## src/rtl/muldiv_unit.sv

```systemverilog
// rtl/muldiv_unit.sv - iterative 32-bit multiply/divide unit with private HI/LO registers
// Shift-add multiply and restoring divide on magnitudes, one bit per RUN cycle, sign fix-up in FIN.
module muldiv_unit (
  input  logic        clk,
  input  logic        rst,
  input  logic        start,
  input  logic [1:0]  op,
  input  logic [31:0] A,
  input  logic [31:0] B,
  input  logic        hi_we,
  input  logic        lo_we,
  output logic        busy,
  output logic        done,
  output logic [31:0] hi,
  output logic [31:0] lo,
  output logic        div_by_zero
);

  typedef enum logic [1:0] {S_IDLE, S_RUN, S_FIN} state_e;

  state_e      state_q, state_d;
  logic [4:0]  count_q, count_d;
  logic [1:0]  op_q, op_d;
  logic        sign_a_q, sign_a_d, sign_b_q, sign_b_d;
  logic [31:0] opnd_q, opnd_d;
  logic [63:0] acc_q, acc_d;
  logic [31:0] rem_q, rem_d;
  logic [31:0] hi_q, hi_d, lo_q, lo_d;
  logic        done_q, done_d, dbz_q, dbz_d;

  logic        a_neg, b_neg;
  logic [31:0] mag_a, mag_b;
  logic [32:0] mul_sum;
  logic [32:0] div_shift;
  logic [33:0] div_diff;
  logic [63:0] prod_res;
  logic [31:0] quo_res, rem_res;

  assign a_neg = op[0] & A[31];
  assign b_neg = op[0] & B[31];
  assign mag_a = a_neg ? (~A + 32'd1) : A;
  assign mag_b = b_neg ? (~B + 32'd1) : B;

  // acc holds {partial product, remaining multiplier} for multiply, {unused, dividend/quotient} for divide
  assign mul_sum   = {1'b0, acc_q[63:32]} + {1'b0, (acc_q[0] ? opnd_q : 32'd0)};
  assign div_shift = {rem_q, acc_q[31]};
  assign div_diff  = {1'b0, div_shift} - {2'b00, opnd_q};

  assign prod_res = (sign_a_q ^ sign_b_q) ? (~acc_q + 64'd1) : acc_q;
  assign quo_res  = (sign_a_q ^ sign_b_q) ? (~acc_q[31:0] + 32'd1) : acc_q[31:0];
  assign rem_res  = sign_a_q ? (~rem_q + 32'd1) : rem_q;

  always_comb begin
    state_d  = state_q;
    count_d  = count_q;
    op_d     = op_q;
    sign_a_d = sign_a_q;
    sign_b_d = sign_b_q;
    opnd_d   = opnd_q;
    acc_d    = acc_q;
    rem_d    = rem_q;
    hi_d     = hi_q;
    lo_d     = lo_q;
    dbz_d    = dbz_q;
    done_d   = 1'b0;
    case (state_q)
      S_IDLE: begin
        if (start) begin
          state_d  = S_RUN;
          op_d     = op;
          sign_a_d = a_neg;
          sign_b_d = b_neg;
          opnd_d   = op[1] ? mag_b : mag_a;
          acc_d    = {32'd0, (op[1] ? mag_a : mag_b)};
          rem_d    = 32'd0;
          count_d  = 5'd0;
          dbz_d    = 1'b0;
        end else begin
          if (hi_we) hi_d = A;
          if (lo_we) lo_d = A;
        end
      end
      S_RUN: begin
        count_d = count_q + 5'd1;
        if (op_q[1]) begin
          rem_d = div_diff[33] ? div_shift[31:0] : div_diff[31:0];
          acc_d = {acc_q[63:32], acc_q[30:0], ~div_diff[33]};
        end else begin
          acc_d = {mul_sum, acc_q[31:1]};
        end
        if (count_q == 5'd31) state_d = S_FIN;
      end
      S_FIN: begin
        state_d = S_IDLE;
        done_d  = 1'b1;
        if (op_q[1]) begin
          if (opnd_q == 32'd0) begin
            dbz_d = 1'b1;
          end else begin
            hi_d = rem_res;
            lo_d = quo_res;
          end
        end else begin
          hi_d = prod_res[63:32];
          lo_d = prod_res[31:0];
        end
      end
      default: state_d = S_IDLE;
    endcase
  end

  always_ff @(posedge clk or posedge rst) begin
    if (rst) begin
      state_q  <= S_IDLE;
      count_q  <= 5'd0;
      op_q     <= 2'd0;
      sign_a_q <= 1'b0;
      sign_b_q <= 1'b0;
      opnd_q   <= 32'd0;
      acc_q    <= 64'd0;
      rem_q    <= 32'd0;
      hi_q     <= 32'd0;
      lo_q     <= 32'd0;
      done_q   <= 1'b0;
      dbz_q    <= 1'b0;
    end else begin
      state_q  <= state_d;
      count_q  <= count_d;
      op_q     <= op_d;
      sign_a_q <= sign_a_d;
      sign_b_q <= sign_b_d;
      opnd_q   <= opnd_d;
      acc_q    <= acc_d;
      rem_q    <= rem_d;
      hi_q     <= hi_d;
      lo_q     <= lo_d;
      done_q   <= done_d;
      dbz_q    <= dbz_d;
    end
  end

  assign busy        = (state_q != S_IDLE);
  assign done        = done_q;
  assign hi          = hi_q;
  assign lo          = lo_q;
  assign div_by_zero = dbz_q;

endmodule

```

## config.mk

```make
export PLATFORM = sky130hd
export DESIGN_NAME = muldiv_unit
export DESIGN_NICKNAME = d
export VERILOG_FILES = /design/src/rtl/muldiv_unit.sv
export SDC_FILE = /design/constraint.sdc
export NUM_CORES = 1
export LEC_CHECK = 0
export CAP_MARGIN = 20
export CORE_MARGIN = 3
export CORE_UTILIZATION = 53
export CTS_CLUSTER_DIAMETER = 120
export DETAILED_ROUTE_END_ITERATION = 8
export PLACE_DENSITY = 0.74
export SLEW_MARGIN = 30
export SYNTH_ARGS = -nofsm -noshare
export SYNTH_HDL_FRONTEND = slang
export SYNTH_SLANG_ARGS = --single-unit
export TNS_END_PERCENT = 10
```

## constraint.sdc

```tcl
create_clock -name clk -period 13.2 [get_ports clk]
set_clock_uncertainty 0.05 [all_clocks]
set_input_delay 1.98 -clock clk [delete_from_list [all_inputs] [get_ports clk]]
set_output_delay 1.98 -clock clk [all_outputs]
set_load 0.03 [all_outputs]
```

==> results by group <==
Synthesis
  • Synth Area in Simple Gates: 19.6%
  • Post-Synthesis Cells: 2081
  • Post-synth cell types: 74
  • Avg Synthesized Cell Area: 7.80 um^2
  • XOR/XNOR share of the synthesized area: 10.5%
  • Main synth FF type: dfrtp_1
  • Mapped cell area: 16200 um^2
  • Yosys Warn Count: 0
  • Number of synthesized register bits: 204
  • Post-synthesis mux area share: 3.23%
  • Register area share after synthesis: 31.4%
  • Synth Area in Adders: 5.64%
  • Post-synth EDFFs: 0
  • Main combinational cell family by area after synthesis: compound AO/OA/AOI/OAI gates
  • FFs w/ async S/R, synth: 100%
  • Compound-Gate Fraction of Synth Area: 25.4%
  • Syn nets: 2224

Finish
  • Area delta synth->final: 15.6%
  • Post-layout nets: 2291
  • Most common cell after layout, fill and taps aside: nand2_1
  • Most frequent cells in the layout: nand2_1, o21ai_0, a21oi_1
  • Layout cell share with drive strength beyond 1: 4.48%
  • Fill cells: 2668
  • ANT cells: 0

Global routing
  • Initial antenna violation count: 1
  • GRT Util Overall: 33.6%
  • Vias in the first global route: 15029
  • First-pass GRT wire length: 87.5 mm
  • Pin count of the biggest net entering global routing: 141
  • Grt total ovfl: 0

Route
  • Routed vias: 16085
  • Routed vias/inst: 6.29
  • Final antenna-violating net count: 0
  • DRT iter0 DRCs: 1670
  • Pre-antenna DRT Iters: 7
  • Avg WL per Cell: 22.2 um
  • DRC Markers: 0
  • Final Routed Wirelength: 56.7 mm

Clock tree
  • CTS tree: built
  • TritonCTS Buffers: 26
  • Clock-pin slew on the worst setup and hold paths: 0.06 ns
  • Clk Latency, worst-skew pair: 0.55 ns
  • # hold bufs at CTS: 0
  • H-tree levels: 1
  • Setup Fix Bufs, Post-CTS: 0
  • Root Driver: clkbuf_16
  • Sink Count: 204
  • Max clock buf depth: 3
  • Post-CTS resize count: 0

Timing
  • Worst slew pin tran: 1.00 ns
  • Fmax: 0.201 GHz
  • Max Slew Vio Count: 0
  • TNS Setup: 0 ns
  • Min Tclk post-route: 4.97 ns
  • Slew headroom: 33.2%
  • RSZ-0062 raised after global routing: no
  • PnR worst setup slack: 8.23 ns
  • Final hold violations: 0
  • Setup-failing EPs final: 0
  • Final worst path period share: 37.7%

Placed design
  • Pre-CTS setup slack: 7.77 ns
  • Buffers on Ports: 137
  • Placer Congestion: 0.976
  • Half-perimeter wire length after placement: 42.4 mm

Critical path
  • CP bufs+invs: 1
  • Largest stage delay on the critical path: 0.63 ns
  • CP max-delay cell: or4_1
  • Crit path max fanout: 6
  • Setup CP Type: in -> reg
  • Delay-heaviest family, CP: simple AND/OR/NAND/NOR gates
  • CP Launch Type: input pin
  • WP data arrival: 5.37 ns
  • WP data required: 13.59 ns
  • Worst Setup End Kind: flip-flop
  • Critical-path cell list: clkdlybuf4s50_1 > or4_1 > or4_1 > nor3_1 > and2_1 > nand2_1 > o41ai_1 > xor2_1 > mux2i_1 > nand2_1 > a22oi_1

Die
  • Rows: 63
  • Die Area: 32800 um^2
  • DIE HEIGHT: 181 um
  • Die W: 181 um
  • Starting Density: 54.2%
  • # IOs: 138
  • Total core area: 30000 um^2

Power and ir drop
  • VDD IR-drop max: 0.188 mV
  • Power per Cell Area: 292 nW/um^2
  • Leak: 7.99 nW
  • Tot Pwr: 0.00548 W

Job
  • Max Cap Viol: 0

Hold path
  • Worst Hold Class: reg -> reg

Outcome
  • Status: complete, no violations
-- per-layer routing --
| layer | GRT usage [%] | part of all wire, % | vias up | wire [um] |
|---|---|---|---|---|
| met5 | 0 | 0.019 | - | 11 |
| met4 | 14.6 | 5.1 | 2 | 2890 |
| met3 | 5.60 | 9.0 | 133 | 5110 |
| met2 | 53.4 | 45 | 794 | 25500 |
| met1 | 45.3 | 41 | 7624 | 23300 |
| li1 | - | - | 7532 | - |
-- flip-flops by register name (all words and copies together), names as in the netlist --
name,flops
count_q,5
opnd_q,32
done,1
hi,32
state_q,2
sign_b_q,1
acc_q,64
rem_q,32
op_q,1
div_by_zero,1
lo,32
sign_a_q,1
-- cell families after synthesis --
logic type | count (synthesis)
compound gates | 689
flops | 204
buf+inv | 183
simple gates | 687
xor+xnor | 194
mux | 52
fa+ha+maj | 72
-- synth_stat cells, drive strengths merged (5+ instances only) --
library cell | number | area (um^2)
o211ai | 22 | 165
inv | 67 | 251
a31oi | 14 | 87.6
a221oi | 9 | 85.1
xnor2 | 95 | 832
mux2i | 49 | 490
or4 | 17 | 131
nor4 | 23 | 150
o21a | 6 | 45.0
or3 | 23 | 144
o21bai | 14 | 105
and3 | 10 | 62.6
a21oi | 205 | 1030
a211oi | 31 | 233
o21ai | 256 | 1280
nand2 | 260 | 976
dfrtp | 204 | 5100
o41ai | 16 | 163
ha | 70 | 876
o211a | 6 | 60.1
xor2 | 99 | 867
nand3 | 19 | 100
clkbuf | 94 | 353
and2 | 15 | 93.8
or2 | 6 | 37.5
nor2b | 15 | 93.8
buf | 22 | 83.8
nor2 | 205 | 769
nor3 | 41 | 216
a21o | 28 | 210
nand2b | 26 | 163
nand4 | 10 | 62.6
o31ai | 36 | 270
a22oi | 14 | 105
a22o | 5 | 43.8
-- cell type report --
type                            count  area [um^2]  share of cell area, %
Multi-Input combinational cell   1694        10500                   56.1
Sequential cell                   204         5110                   27.2
Timing Repair Buffer              155         1510                   8.03
Clock buffer                       34          711                   3.79
Tap cell                          390          488                   2.60
Inverter                           67          264                   1.41
Clock inverter                     12          168                  0.894
-- power breakdown --
part	total [W]	internal, W	switching [W]
clock network	0.000737	0.000440	0.000297
registers	0.00137	0.000942	0.000428
logic	0.00337	0.00137	0.00200
-- stage by stage --
stage / area, um^2 / instances / utilization (%) / hold slack (ns)
2_1_floorplan: 16200 / 2081 / - / 0.399
3_3_place_gp: 17900 / 2510 / 59.7 / 0.415
3_5_place_dp: 17900 / 2510 / 59.7 / 0.417
4_1_cts: 18800 / 2556 / 62.6 / 0.435
5_1_grt: 18800 / 2556 / 62.6 / 0.455
6_report: 18800 / 2556 / 62.6 / 0.432
-- tightest hold or removal path, delay by kind of cell, from the launching register on --
| kind | cells | cell delay, ns |
|---|---|---|
| flip-flops | 1 | 0.35 |
| AND/OR/NAND/NOR | 1 | 0.04 |
| AO/OA/AOI/OAI | 1 | 0.06 |
-- path summary, 6_finish.rpt --
check,start,end,slack [ns],cells after the start
max,A[9],acc_q[30]$_DFFE_PP0P_,8.23,11
min,lo[14]$_DFFE_PP0P_,lo[14]$_DFFE_PP0P_,0.43,2
max reg2reg,acc_q[0]$_DFFE_PP0P_,hi[1]$_DFFE_PP0P_,8.99,10
min reg2reg,lo[14]$_DFFE_PP0P_,lo[14]$_DFFE_PP0P_,0.43,2
max in group asynchronous,rst,acc_q[46]$_DFFE_PP0P_,9.73,3
min in group asynchronous,rst,rem_q[13]$_DFFE_PP0P_,1.99,2
No activity file was read; power rests on OpenSTA's default activity.
